<file path="src/rtl/ddr_tx_pkg.sv">
// rtl/ddr_tx_pkg.sv - shared word type and default parameters for the DDR transmitter
package ddr_tx_pkg;

   typedef logic [15:0] word_t;

   localparam int          DEFAULT_DEPTH     = 4;
   localparam logic [7:0]  DEFAULT_IDLE_BYTE = 8'h00;

endpackage

</file>
<file path="src/rtl/ddr_tx_fifo.sv">
// rtl/ddr_tx_fifo.sv - word FIFO feeding the DDR output stage
// Power-of-two depth lets the pointers wrap naturally.
module ddr_tx_fifo
   import ddr_tx_pkg::*;
#(
   parameter int DEPTH = DEFAULT_DEPTH
) (
   input  logic                     clk,
   input  logic                     rst,
   input  logic                     push,
   input  word_t                    push_data,
   input  logic                     pop,
   output word_t                    head,
   output logic [$clog2(DEPTH):0]   level
);

   localparam int PW = $clog2(DEPTH);

   word_t           mem [DEPTH];
   logic [PW-1:0]   wr_ptr;
   logic [PW-1:0]   rd_ptr;

   assign head = mem[rd_ptr];

   always_ff @(posedge clk) begin
      if (push)
         mem[wr_ptr] <= push_data;
   end

   always_ff @(posedge clk or posedge rst) begin
      if (rst) begin
         wr_ptr <= '0;
         rd_ptr <= '0;
         level  <= '0;
      end else begin
         if (push)
            wr_ptr <= wr_ptr + 1'b1;
         if (pop)
            rd_ptr <= rd_ptr + 1'b1;
         case ({push, pop})
            2'b10:   level <= level + 1'b1;
            2'b01:   level <= level - 1'b1;
            default: level <= level;
         endcase
      end
   end

endmodule

</file>
<file path="src/rtl/ddr_tx.sv">
// rtl/ddr_tx.sv - FIFO-buffered DDR byte-lane transmitter, high byte in the high clock phase
// Optional parity lane enabled by macro DDR_TX_PARITY_EN.
module ddr_tx
   import ddr_tx_pkg::*;
#(
   parameter int          DEPTH     = DEFAULT_DEPTH,
   parameter logic [7:0]  IDLE_BYTE = DEFAULT_IDLE_BYTE
) (
   input  logic                     clk,
   input  logic                     rst,
   input  logic [15:0]              in_data,
   input  logic                     in_valid,
   output logic                     in_ready,
   input  logic                     tx_en,
   output logic [7:0]               pin_data,
   output logic                     pin_strobe,
   output logic                     pin_parity,
   output logic [$clog2(DEPTH):0]   level
);

   localparam int                LW      = $clog2(DEPTH) + 1;
   localparam logic [LW-1:0]     DEPTH_L = LW'(DEPTH);

   word_t       head;
   logic        push;
   logic        pop;
   logic [7:0]  hi_reg;
   logic [7:0]  lo_stage;
   logic [7:0]  lo_reg;
   logic        strobe_reg;

   assign in_ready = (level < DEPTH_L);
   assign push     = in_valid && in_ready;
   assign pop      = (level != '0) && tx_en;

   ddr_tx_fifo #(.DEPTH(DEPTH)) u_fifo (
      .clk       (clk),
      .rst       (rst),
      .push      (push),
      .push_data (in_data),
      .pop       (pop),
      .head      (head),
      .level     (level)
   );

   always_ff @(posedge clk or posedge rst) begin
      if (rst) begin
         hi_reg     <= IDLE_BYTE;
         lo_stage   <= IDLE_BYTE;
         strobe_reg <= 1'b0;
      end else if (pop) begin
         hi_reg     <= head[15:8];
         lo_stage   <= head[7:0];
         strobe_reg <= 1'b1;
      end else begin
         hi_reg     <= IDLE_BYTE;
         lo_stage   <= IDLE_BYTE;
         strobe_reg <= 1'b0;
      end
   end

   // Low byte crosses to the falling edge so it is stable for the whole low phase.
   always_ff @(negedge clk or posedge rst) begin
      if (rst)
         lo_reg <= IDLE_BYTE;
      else
         lo_reg <= lo_stage;
   end

   assign pin_data   = clk ? hi_reg : lo_reg;
   assign pin_strobe = strobe_reg;

`ifdef DDR_TX_PARITY_EN
   logic hi_par;
   logic lo_par_stage;
   logic lo_par;

   always_ff @(posedge clk or posedge rst) begin
      if (rst) begin
         hi_par       <= ^IDLE_BYTE;
         lo_par_stage <= ^IDLE_BYTE;
      end else if (pop) begin
         hi_par       <= ^head[15:8];
         lo_par_stage <= ^head[7:0];
      end else begin
         hi_par       <= ^IDLE_BYTE;
         lo_par_stage <= ^IDLE_BYTE;
      end
   end

   always_ff @(negedge clk or posedge rst) begin
      if (rst)
         lo_par <= ^IDLE_BYTE;
      else
         lo_par <= lo_par_stage;
   end

   assign pin_parity = clk ? hi_par : lo_par;
`else
   assign pin_parity = 1'b0;
`endif

endmodule

</file>
<file path="config.mk">
export PLATFORM = sky130hd
export DESIGN_NAME = ddr_tx
export DESIGN_NICKNAME = d
export VERILOG_FILES = /design/src/rtl/ddr_tx_pkg.sv /design/src/rtl/ddr_tx_fifo.sv /design/src/rtl/ddr_tx.sv
export SDC_FILE = /design/constraint.sdc
export NUM_CORES = 1
export LEC_CHECK = 0
export CORE_ASPECT_RATIO = 1.5
export CORE_UTILIZATION = 60
export CTS_CLUSTER_SIZE = 28
export DETAILED_ROUTE_END_ITERATION = 8
export PLACE_DENSITY = 0.89
export SYNTH_ARGS = -nofsm -noshare
export SYNTH_HDL_FRONTEND = slang
export SYNTH_HIERARCHICAL = 1
export SYNTH_SLANG_ARGS = --single-unit
export TNS_END_PERCENT = 5
</file>
<file path="constraint.sdc">
create_clock -name clk -period 5.7 [get_ports clk]
set_clock_uncertainty 0.1 [all_clocks]
set_input_delay 0.855 -clock clk [delete_from_list [all_inputs] [get_ports clk]]
set_output_delay 0.855 -clock clk [all_outputs]
set_load 0.02 [all_outputs]
</file>
==> Word level (Yosys, flattened, before mapping) <==
Memory sizes are Yosys's and may differ from the RTL's.
Index checks and enable logic that the tools add are counted.
{ "classes": {"addsub": 4, "order_cmp": 1, "n_eq_ne": 2, "mux": 7, "reduce_logical": 4} }
{ "ops": {"columns": ["op", "count"], "rows": [
  ["two-way mux 8 bit", 3],
  ["case mux 3 bit (2 select lines)", 1],
  ["adder 2 x 1 -> 2 bit, second input constant", 2],
  ["adder 3 x 1 -> 3 bit, second input constant", 1],
  ["less-than comparator 3 bit, second input constant", 1],
  ["two-way mux 1 bit", 3],
  ["nonzero test 3 bit", 1],
  ["subtractor 3 x 1 -> 3 bit, second input constant", 1],
  ["== test 2 x 1 -> 1 bit, second input constant", 1],
  ["== test 2 bit, second input constant", 1],
  ["logical AND 1 bit", 2],
  ["nonzero test 2 bit", 1]
]} }
{ "word_totals": {"register_bits": 32, "ramBits": 64, "in_bits": 20, "out_inout_bits": 14, "word_cells": 26, "n_memories": 1} }
{ "mem_list": {"columns": ["name", "words", "word_bits", "rd", "rd_clocked_by_memory_dff", "write_ports", "line", "source"], "rows": [
  ["u_fifo.mem", 4, 16, 1, 0, 1, "ddr_tx_fifo.sv:19", "word_t mem [DEPTH];"]
]} }

==> Depth between registers and ports, before layout <==
{ "depth": {"word_depth": 4, "mapped_depth": 10, "mapped_depth_nobuf": 8} }

==> Modules after synthesis <==
The synthesis kept the hierarchy.
{ "modules_own_cells": {"columns": ["mod", "instances", "cells_each", "area_per_inst_um2", "seq_area_each_um2"], "rows": [
  ["ddr_tx_fifo", 1, 119, 2741.4, 2097.0],
  ["ddr_tx", 1, 64, 998.5, 625.6]
]} }

==> qor.txt <==
CP peak stage delay = 0.59 ns
Worst slew pin tran = 0.960 ns
Pint = 0.00157 W
# rows = 34
M1 WL = 2230 um
Max-Cap Viols = 0
Combinational share of power = 0.182
Routed wire length = 5690 um
Drt first-iter violations = 95
Psw = 0.000660 W
Placed inst area = 0.00403 mm2
# DRC = 0
RSZ-0062 raised after global routing = no
Drt via density = 6.00
Combined area of the multi-input logic cells = 858 um2
Area Growth Syn to Fin = 15.3%
Worst setup SP type = flip-flop
Flop pwr share = 0.477
Max FFs per register = 64
Skew-Pair Late Insertion Delay = 0.46 ns
Synthesized flop and latch total = 96
Final net count = 243
Pleak = 1.63 nW
Top Metal Used = met4
Total power = 0.00223 W
Final Cell Area = 0.00431 mm2
Netlist cell types = 26
Cell area after synthesis = 0.00374 mm2
Vias = 1765
Mapped Cells = 183
Core Util, Final = 0.729
Relative slew slack = 0.360
Max FO, Critical Path = 1
Number of routed nets with antenna violations = 0
TritonRoute pass-1 iters = 4
Seq/Total Area, Yosys = 0.728
Port Buf Inserts = 32
Sw frac = 0.296
Metal2 WL = 3050 um
Crit path kind = reg -> out
Initial antenna violation count = 0
Routed WL per cell = 19.4 um
Cts hold-fix bufs = 0
Slew Limit Fails = 0
Reg area = 0.00272 mm2
Largest net degree at the start of global routing = 22
Most frequent cells in the layout = edfxtp_1 (64), clkdlybuf4s50_1 (32), dfrtp_1 (24), clkbuf_8 (14)
Setup Fix Bufs, Post-CTS = 0
Total die area = 0.00656 mm2
Share of cells above drive strength 1 = 0.203
Clk network pwr share = 0.341
TritonCTS clock tree = done
Global-route wire length before repair = 9200 um
Finish-stage setup viols = 0
Slowest cell on crit path = clkdlybuf4s50_1
CP Data Required Time = 4.74 ns
I/O pins = 34
Min-Delay Path Class = reg -> reg
Die Wd = 66.5 um
Status = finished clean
VDD IR max = 0.344 mV
Met3 wire len = 306 um
Post-DP HPWL = 3730 um
Final GP Congestion = 0.701
Critical Path Sink Type = output port
Syn_area_per_cell = 20.4 um2
Final hold violation count = 0
Initial Util = 0.632
CP Cell Sequence = mux2_2 > clkdlybuf4s50_1
Core area = 0.00591 mm2
Resize count post-CTS = 0
Post-synthesis net count = 209
Vias in the first global route = 1867
Setup Total Neg Slack = 0 ns
Pwr dens = 518 mW/mm2
Most flop-heavy register = u_fifo/mem
Yosys warns = 6
Arr. time, crit path = 4.44 ns
Commonest non-fill, non-tap cell in the layout = edfxtp_1
Die height = 98.7 um
Ant diodes = 0
Clk slew on worst S/H paths = 0.08 ns
Fillcell total = 352
GRT overflow = 0
Gr usage total = 0.208
[cells by family (layout without fill, tap and decap cells)]
logic type / after synthesis / after routing / share of synthesized area
flip-flops: 96 / 96 / 0.728
AND/OR/NAND/NOR: 8 / 8 / 0.0120
multiplexers: 25 / 25 / 0.131
adder cells (fa/ha/maj): 6 / 6 / 0.0221
AO/OA/AOI/OAI: 18 / 18 / 0.0492
other: 1 / 1 / 0.00100
XOR/XNOR: 6 / 6 / 0.0141
buffers and inverters: 23 / 62 / 0.0425
[layout make-up]
| type | instances | area share |
|---|---|---|
| sequential | 96 | 0.632 |
| multi-input combinational | 64 | 0.199 |
| clock buffer | 23 | 0.0642 |
| timing repair buffer | 25 | 0.0575 |
| tap | 72 | 0.0209 |
| clock inverter | 5 | 0.0189 |
| inverter | 9 | 0.00784 |
[metal layers]
metal  up-vias  global-route usage
met5         -                   0
met4         0               0.146
met3        11              0.0671
met2        52               0.312
met1       915               0.253
li1        787                   -
[worst paths after layout]
check	start	cells past startpoint	slack [ns]	to
max in group asynchronous	rst	2	1.74	lo_reg[0]
min	u_fifo/wr_ptr[0]	1	0.45	u_fifo/wr_ptr[0]
max	lo_reg[4]	2	0.31	pin_data[4]
max reg2reg	lo_stage[1]	0	2.23	lo_reg[1]
min reg2reg	u_fifo/wr_ptr[0]	1	0.45	u_fifo/wr_ptr[0]
min in group asynchronous	rst	2	0.55	u_fifo/level[1]
[Yosys cell counts, drive strengths merged]
| library cell | n | area share |
|---|---|---|
| ha | 5 | 0.017 |
| and2 | 4 | 0.0067 |
| edfxtp | 64 | 0.51 |
| inv | 9 | 0.0090 |
| mux2i | 1 | 0.0027 |
| and2b | 1 | 0.0023 |
| o311a | 16 | 0.045 |
| buf | 14 | 0.033 |
| conb | 1 | 0.0010 |
| dfrtn | 8 | 0.054 |
| mux4 | 16 | 0.10 |
| mux2 | 8 | 0.024 |
| xnor2 | 2 | 0.0047 |
| dfrtp | 24 | 0.16 |
| nor2 | 1 | 0.0010 |
| nand2 | 2 | 0.0020 |
| o21ai | 1 | 0.0013 |
| fa | 1 | 0.0054 |
| xor2 | 4 | 0.0094 |
| o31a | 1 | 0.0027 |
[power by group through the flow]
stage          clock (W)  sequential (W)  combinational [W]
3_3_place_gp    0.000190         0.00107           0.000393
3_5_place_dp    0.000190         0.00108           0.000406
6_report        0.000760         0.00107           0.000406
4_1_cts         0.000777         0.00107           0.000412
5_1_grt         0.000808         0.00109           0.000441
2_1_floorplan   0.000136        0.000974           0.000421
[stage by stage]
stage / setup WS [ns] / instances / hold slack (ns)
6_report: 0.308 / 294 / 0.446
5_1_grt: 0.248 / 294 / 0.461
4_1_cts: 0.278 / 294 / 0.444
3_5_place_dp: 0.796 / 274 / 0.432
3_3_place_gp: 0.823 / 274 / 0.422
2_1_floorplan: 1.29 / 183 / 0.394
[worst max-delay path: cells and delay by family (launching register included)]
| kind | cells | cell delay, ns |
|---|---|---|
| buffers and inverters | 1 | 0.59 |
| muxes | 1 | 0.15 |
| DFF | 1 | 0.40 |
No activity file was read; power rests on OpenSTA's default activity.
